File: src/rtl/subtractor_serial.sv
// Digit-serial subtractor: difference = a - b - borrow_in, digit_width bits per clock, LSB digit first.
// Define SUBTRACTOR_OVERFLOW_EN to add the registered two's-complement overflow output.

module subtractor_digit #(
   parameter int width = 2
) (
   input  logic [width-1:0] a,
   input  logic [width-1:0] b,
   input  logic             borrow_in,
   output logic [width-1:0] d,
   output logic             borrow_out
);
   logic [width:0] full;

   // The extra top bit of the widened difference is the outgoing borrow.
   assign full       = {1'b0, a} - {1'b0, b} - {{width{1'b0}}, borrow_in};
   assign d          = full[width-1:0];
   assign borrow_out = full[width];
endmodule

module subtractor_serial #(
   parameter int bit_width   = 8,
   parameter int digit_width = 2
) (
   input  logic                 clk,
   input  logic                 rst_n,
   input  logic                 in_valid,
   output logic                 in_ready,
   input  logic [bit_width-1:0] a,
   input  logic [bit_width-1:0] b,
   input  logic                 borrow_in,
   output logic                 out_valid,
   input  logic                 out_ready,
   output logic [bit_width-1:0] difference,
`ifdef SUBTRACTOR_OVERFLOW_EN
   output logic                 overflow,
`endif
   output logic                 borrow_out
);
   localparam int STEPS = bit_width / digit_width;
   localparam int SW    = (STEPS > 1) ? $clog2(STEPS) : 1;
   localparam logic [SW-1:0] LAST = SW'(STEPS - 1);

   generate
      if (digit_width < 1 || (bit_width % digit_width) != 0) begin : g_bad_cfg
         $error("subtractor_serial: digit_width must divide bit_width");
      end
   endgenerate

   typedef enum logic [1:0] {IDLE, RUN, DONE} state_t;

   state_t                 state;
   logic [bit_width-1:0]   a_sr, b_sr, res_sr, res_next;
   logic                   borrow;
   logic [SW-1:0]          step;
   logic [digit_width-1:0] d;
   logic                   borrow_nx;
`ifdef SUBTRACTOR_OVERFLOW_EN
   logic                   sign_a, sign_b;
`endif

   assign in_ready  = (state == IDLE);
   assign out_valid = (state == DONE);

   subtractor_digit #(.width(digit_width)) u_digit (
      .a          (a_sr[digit_width-1:0]),
      .b          (b_sr[digit_width-1:0]),
      .borrow_in  (borrow),
      .d          (d),
      .borrow_out (borrow_nx)
   );

   // Result digits enter at the MSB end so the LSB digit lands at bit 0 after STEPS shifts.
   generate
      if (STEPS == 1) begin : g_single
         assign res_next = d;
      end else begin : g_multi
         assign res_next = {d, res_sr[bit_width-1:digit_width]};
      end
   endgenerate

   always_ff @(posedge clk or negedge rst_n) begin
      if (!rst_n) begin
         state      <= IDLE;
         a_sr       <= '0;
         b_sr       <= '0;
         res_sr     <= '0;
         borrow     <= 1'b0;
         step       <= '0;
         difference <= '0;
         borrow_out <= 1'b0;
`ifdef SUBTRACTOR_OVERFLOW_EN
         sign_a     <= 1'b0;
         sign_b     <= 1'b0;
         overflow   <= 1'b0;
`endif
      end else begin
         case (state)
            IDLE: begin
               if (in_valid) begin
                  a_sr   <= a;
                  b_sr   <= b;
                  borrow <= borrow_in;
                  step   <= '0;
`ifdef SUBTRACTOR_OVERFLOW_EN
                  sign_a <= a[bit_width-1];
                  sign_b <= b[bit_width-1];
`endif
                  state  <= RUN;
               end
            end
            RUN: begin
               a_sr   <= a_sr >> digit_width;
               b_sr   <= b_sr >> digit_width;
               res_sr <= res_next;
               borrow <= borrow_nx;
               step   <= step + 1'b1;
               if (step == LAST) begin
                  difference <= res_next;
                  borrow_out <= borrow_nx;
`ifdef SUBTRACTOR_OVERFLOW_EN
                  overflow   <= (sign_a != sign_b) && (res_next[bit_width-1] != sign_a);
`endif
                  state      <= DONE;
               end
            end
            DONE: begin
               if (out_ready) state <= IDLE;
            end
            default: state <= IDLE;
         endcase
      end
   end
endmodule

File: config.mk
export PLATFORM = sky130hd
export DESIGN_NAME = subtractor_serial
export DESIGN_NICKNAME = d
export VERILOG_FILES = /design/src/rtl/subtractor_serial.sv
export SDC_FILE = /design/constraint.sdc
export NUM_CORES = 1
export LEC_CHECK = 0
export ABC_AREA = 1
export CAP_MARGIN = 0
export CELL_PAD_IN_SITES_DETAIL_PLACEMENT = 1
export CELL_PAD_IN_SITES_GLOBAL_PLACEMENT = 1
export CORE_MARGIN = 2
export CORE_UTILIZATION = 38
export CTS_CLUSTER_DIAMETER = 60
export DETAILED_ROUTE_END_ITERATION = 8
export HOLD_SLACK_MARGIN = 0.12
export PLACE_DENSITY = 0.75
export SLEW_MARGIN = 25
export SYNTH_ARGS = -nofsm -noshare
export SYNTH_HDL_FRONTEND = slang
export SYNTH_SLANG_ARGS = --single-unit
File: constraint.sdc
create_clock -name clk -period 2.4 [get_ports clk]
set_input_delay 0.48 -clock clk [delete_from_list [all_inputs] [get_ports clk]]
set_output_delay 0.48 -clock clk [all_outputs]
set_load 0.01 [all_outputs]
==> flow_summary.ini, run 1 <==
[clock_network]
cts-htree-levels = 2
numCtsBuffers = 5
clockBufferDepth = 2
cts-root-buf = clkbuf_8
cts_sinks = 36
post_cts_resized = 0
insertion_delay_ns = 0.29
cts_tree = yes
clkSlewWorstSetupHoldPaths_ns = 0.07
cts_setup_buffers = 0
cts_hold_repair.buffers = 0

[yosys]
yosys.area_share.simple = 0.263
synth_compound_area_frac = 0.0706
synthDominantCellAreaShare = 0.503
yosys_warnings = 0
syn_inst = 211
synth_top_family_by_area = simple AND/OR/NAND/NOR gates
synth.distinct_cells = 21
synth_seq_cells = 36
avgSynthCellArea_um2 = 8.49
syn-num-nets = 237
ys_seq_area_frac = 0.503
synth_adder_area_share = 0.0433
netlist_area_um2 = 1790
ys_top_cells_by_area = dfrtp_1, nand2_1, nand3_1, inv_1, o21ai_2
yosysTopAreaCell = dfrtp_1
muxShareOfSynthArea = 0
synth_xor_area_frac = 0.00489

[setup_path]
crit_start = a_sr[0]
r2r_start = a_sr[0]
r2r_slack_ns = 0.19
end_kind = flip-flop
startpoint_type = flip-flop
reg2regPathDepth = 7
cp.depth = 7
cp.arrival_ns = 2.42
slowest_delay_ns = 0.56
cpLargestDelayFamily = adder cells
path_class = flip-flop to flip-flop
worst-path-max-fanout = 2
cp_num_buf_inv = 2
critical_path.cell_chain = fa_1 -> inv_1 -> ha_1 -> or2_2 -> fa_1 -> inv_1 -> o21ai_0
critical_path_required_ns = 2.61
cpMaxStageDelayCell = fa_1
r2r-end = res_sr[7]
crit_end = res_sr[7]

[pwr]
power.leakage_nw = 1.14
powerDensity_nw_per_um2 = 1380
vdd.ir_drop.worst_v = 0.000559
fin_total_pwr_mw = 3.05

[drt]
vias_per_cell = 4.78
vias = 1421
drc = 0
antenna_left = 0
routed_wl_um = 3840
drtPass1Iterations = 3
drt_iter0_drc = 64
wl_per_cell_um = 12.9

[timing]
clock_skew_ns = 0.00938
rsz0062_at_grt = no
hold_ws_ns = 0.477
finalMaxSlewViolations = 0
hold_viol_final = 0
max_slew_margin = 0.694
worst_pin_slew_ns = 0.460
finalCritPeriodShare = 0.921
setup_tns_ns = 0
post-route-min-period_ns = 2.21
setup_ws_ns = 0.190
finalSetupViolCount = 0
max_freq_mhz = 452

[final_layout]
fin_area_um2 = 2210
final_cells = 297
area_growth_pct = 23.7
mostFrequentLayoutCells = nand2_1, dfrtp_1, inv_1, nand3_1, clkdlybuf4s50_1
nets = 270
regArea_um2 = 901
multi_input_area_um2 = 683
layout-drive-gt1-share = 0.106
fin_util = 0.498
n_fill_cell = 547
n_antenna_cell = 0
final_common_cell = nand2_1

[die]
die_h_um = 72.6
core_um2 = 4440
initial_core_util = 0.403
placementRows = 24
ios = 32
die_x_um = 72.6
die-area_um2 = 5280

[grt]
grt_first_pass_wirelength_um = 6690
antenna_found_initial = 0
grt_overflow = 0
grt_usage = 0.165
grt_max_degree = 37
grt_pass1_vias = 1455

[placement]
place_inst = 289
dpl_cell_area_um2 = 2120
dpl_worst_slack_ns = 0.199
place_congestion = 0.704
port_buffers = 31
dpl.hpwl_um = 2650

[flow_run]
drv_cap = 0

[min_path]
hp-class = flip-flop to flip-flop

[run_status]
status = complete, no violations
-- cell families after synthesis --
kind of cell / after synthesis
AO/OA/AOI/OAI: 18
XOR/XNOR: 1
adder cells (fa/ha/maj): 5
buffers and inverters: 45
flip-flops: 36
AND/OR/NAND/NOR: 106
-- per-layer routing --
metal	routed length (um)	up-vias	GRT usage
met5	0	-	0
met4	57	0	0.0556
met3	122	7	0.0373
met2	1820	27	0.275
met1	1850	672	0.214
li1	-	715	-
-- cell type report --
class                           count  share of cell area
Clock buffer                        8              0.0407
Sequential cell                    36               0.407
Inverter                           36              0.0610
Multi-Input combinational cell    130               0.308
Timing Repair Buffer               35               0.154
Tap cell                           52              0.0294
-- synth_stat cells --
master / n
nand2_4: 2
ha_1: 3
buf_6: 4
a21oi_4: 1
dfrtp_1: 36
inv_2: 2
nor2_1: 4
inv_1: 34
xor2_1: 1
buf_2: 3
nand3_1: 32
fa_1: 2
o21ai_0: 10
nor2_4: 1
or2_2: 2
clkbuf_1: 1
o21ai_2: 6
buf_4: 1
nand2_1: 63
nand2_2: 2
o31ai_1: 1
-- worst min path at each step --
stage / to / cells past startpoint / startpoint / slack, ns
finish: difference[1] / 2 / difference[1] / 0.48
global route: res_sr[6] / 2 / res_sr[6] / 0.51
CTS: difference[1] / 2 / difference[1] / 0.48
detailed placement: difference[1] / 2 / difference[1] / 0.46
global placement: difference[1] / 2 / res_sr[3] / 0.46
floorplan: a_sr[0] / 0 / rst_n / 0.18
-- sequential cells by signal (all words and copies together), names as in the netlist --
signal / count
difference: 8
res_sr: 6
step: 2
borrow_out: 1
b_sr: 8
borrow: 1
a_sr: 8
state: 2
-- worst reg2reg max path, delay by kind of cell (launching register included) --
family	cells	cell delay, ns
adder cells (fa/ha/maj)	3	1.20
flip-flops	1	0.40
AND/OR/NAND/NOR	1	0.28
AO/OA/AOI/OAI	1	0.15
buffers and inverters	2	0.11
-- power by group --
group	switching, mW	internal [mW]
logic	0.896	0.628
clock network	0.208	0.234
registers	0.188	0.892
total	1.29	1.75
Note: power is estimated with default switching activity, not from simulation.
==> run 2, diff against run 1 <==
--- a/config.mk
+++ b/config.mk
@@ -8,13 +8,14 @@
 export ABC_AREA = 1
 export CAP_MARGIN = 0
 export CELL_PAD_IN_SITES_DETAIL_PLACEMENT = 1
-export CELL_PAD_IN_SITES_GLOBAL_PLACEMENT = 1
+export CELL_PAD_IN_SITES_GLOBAL_PLACEMENT = 2
 export CORE_MARGIN = 2
-export CORE_UTILIZATION = 38
+export CORE_UTILIZATION = 31
 export CTS_CLUSTER_DIAMETER = 60
 export DETAILED_ROUTE_END_ITERATION = 8
 export HOLD_SLACK_MARGIN = 0.12
-export PLACE_DENSITY = 0.75
+export MAX_ROUTING_LAYER = met4
+export PLACE_DENSITY = 0.76
 export SLEW_MARGIN = 25
 export SYNTH_ARGS = -nofsm -noshare
 export SYNTH_HDL_FRONTEND = slang
==> run 2 against run 1 <==
Against the previous run:
- sequential cell count unchanged
- global-route usage decreased by 2.7 points
- final area increased by 1.5%
- sequential power about the same
- highest routed layer unchanged
- largest cell class unchanged
==> flow_summary.ini, run 2 (synthesis gave the netlist of run 1 again) <==
[run_status]
status = complete, no violations

[placement]
dpl.hpwl_um = 2510
port_buffers = 31
place_congestion = 0.703
place_inst = 310

[final_layout]
n_antenna_cell = 0
multi_input_area_um2 = 683
final_common_cell = nand2_1
n_fill_cell = 677
mostFrequentLayoutCells = nand2_1, dfrtp_1, inv_1, nand3_1, clkdlybuf4s50_1
largestRegisters = a_sr (8), b_sr (8), difference (8)
area_growth_pct = 25.5
layout-drive-gt1-share = 0.110
regArea_um2 = 901
final_cells = 318
fin_util = 0.406
nets = 271

[setup_path]
startpoint_type = flip-flop
r2r-end = res_sr[7]
reg2regPathDepth = 7
worst-path-max-fanout = 2
end_kind = flip-flop
r2r_slack_ns = 0.19
r2r_start = a_sr[0]
cp.arrival_ns = 2.41
path_class = flip-flop to flip-flop
crit_start = a_sr[0]
critical_path_required_ns = 2.60

[timing]
worst_pin_slew_ns = 0.472
finalMaxSlewViolations = 0
rsz0062_at_grt = no
setup_tns_ns = 0
post-route-min-period_ns = 2.21
max_slew_margin = 0.686
hold_viol_final = 0
finalSetupViolCount = 0
clock_skew_ns = 0.00432
finalCritPeriodShare = 0.919
max_freq_mhz = 453

[pwr]
p_clk_frac = 0.146
p_seq_frac = 0.355
pwr-share-comb = 0.499
swShare = 0.418
power.switching_mw = 1.26
vdd.ir_drop.worst_v = 0.000368
powerDensity_nw_per_um2 = 1340
power.leakage_nw = 1.15
p_int_mw = 1.75
fin_total_pwr_mw = 3.01

[drt]
drt_iter0_drc = 46
vias_per_cell = 4.46
antenna_left = 0
wl_per_cell_um = 11.7
routed_wl_um = 3730
drtPass1Iterations = 4
vias = 1418
drc = 0

[grt]
grt_max_degree = 37
met1_usage = 0.160
grt_pass1_vias = 1480
grt_overflow = 0
grt_usage = 0.138
met3_usage = 0.0339
grt_util_met2 = 0.229
antenna_found_initial = 0
grt-busiest-layer = met2
grt_first_pass_wirelength_um = 6690

[min_path]
hold_end = difference[1]
hold_path_startpoint = difference[1]
whs_path_depth = 2
hp-class = flip-flop to flip-flop

[die]
placementRows = 27
ios = 32
initial_core_util = 0.323
die-area_um2 = 6400
die_h_um = 80
die_x_um = 80
core_um2 = 5540

[flow_run]
drv_cap = 0

[clock_network]
numCtsBuffers = 5
cts_tree = yes
cts_setup_buffers = 0
clockBufferDepth = 2
cts-root-buf = clkbuf_8
cts_hold_repair.buffers = 0
cts_sinks = 36
clkSlewWorstSetupHoldPaths_ns = 0.07
post_cts_resized = 0
cts-htree-levels = 2
insertion_delay_ns = 0.28
## run 2: cell count changes in the layout (fill, tap and decap cells not counted), sizes merged
| cell | change |
|---|---|
| buf | +1 |
## run 2: per-layer routing
layer  vias to the layer above  wire, um
li1                        713         -
met2                        27      1740
met5                         -         0
met4                         0        69
met1                       670      1770
met3                         8       152
## run 2: through the flow
step | instance area (um2) | setup slack (ns) | hold WS [ns]
global placement | 2160 | 0.238 | 0.464
CTS | 2250 | 0.167 | 0.482
detailed placement | 2160 | 0.188 | 0.463
floorplan | 1790 | 0.268 | 0.184
global route | 2250 | 0.0499 | 0.500
finish | 2250 | 0.194 | 0.479
## run 2: worst max-delay path by stage
stage	to	slack (ns)	depth (start not counted)
5_1_grt	res_sr[7]	0.05	7
3_3_place_gp	res_sr[7]	0.24	7
3_5_place_dp	res_sr[7]	0.19	7
4_1_cts	res_sr[7]	0.17	7
6_report	res_sr[7]	0.19	7
2_1_floorplan	res_sr[7]	0.27	7
## run 2: cell type report
cell class / count / area share
Multi-Input combinational cell: 130 / 0.304
Timing Repair Buffer: 36 / 0.155
Inverter: 36 / 0.0601
Sequential cell: 36 / 0.401
Tap cell: 72 / 0.0401
Clock buffer: 8 / 0.0401
## run 2: worst max-delay path: stages (launching register included)
cell	delay, ns
dfrtp_1	0.40
fa_1	0.56
inv_1	0.05
ha_1	0.16
or2_2	0.28
fa_1	0.48
inv_1	0.06
o21ai_0	0.14
## run 2: power by group through the flow
| stage | clock (mW) | sequential [mW] | combinational, mW |
|---|---|---|---|
| detailed placement | 0 | 1.08 | 1.55 |
| finish | 0.439 | 1.07 | 1.50 |
| global route | 0.476 | 1.11 | 1.77 |
| floorplan | 0 | 1.06 | 1.14 |
| global placement | 0 | 1.08 | 1.51 |
| CTS | 0.462 | 1.07 | 1.56 |
==> run 3, diff against run 2 <==
--- a/config.mk
+++ b/config.mk
@@ -16,6 +16,7 @@
 export HOLD_SLACK_MARGIN = 0.12
 export MAX_ROUTING_LAYER = met4
 export PLACE_DENSITY = 0.76
+export SKIP_LAST_GASP = 1
 export SLEW_MARGIN = 25
 export SYNTH_ARGS = -nofsm -noshare
 export SYNTH_HDL_FRONTEND = slang
==> results of run 3 <==
Same layout as run 2: the final DEF is identical, and so are final timing and power.
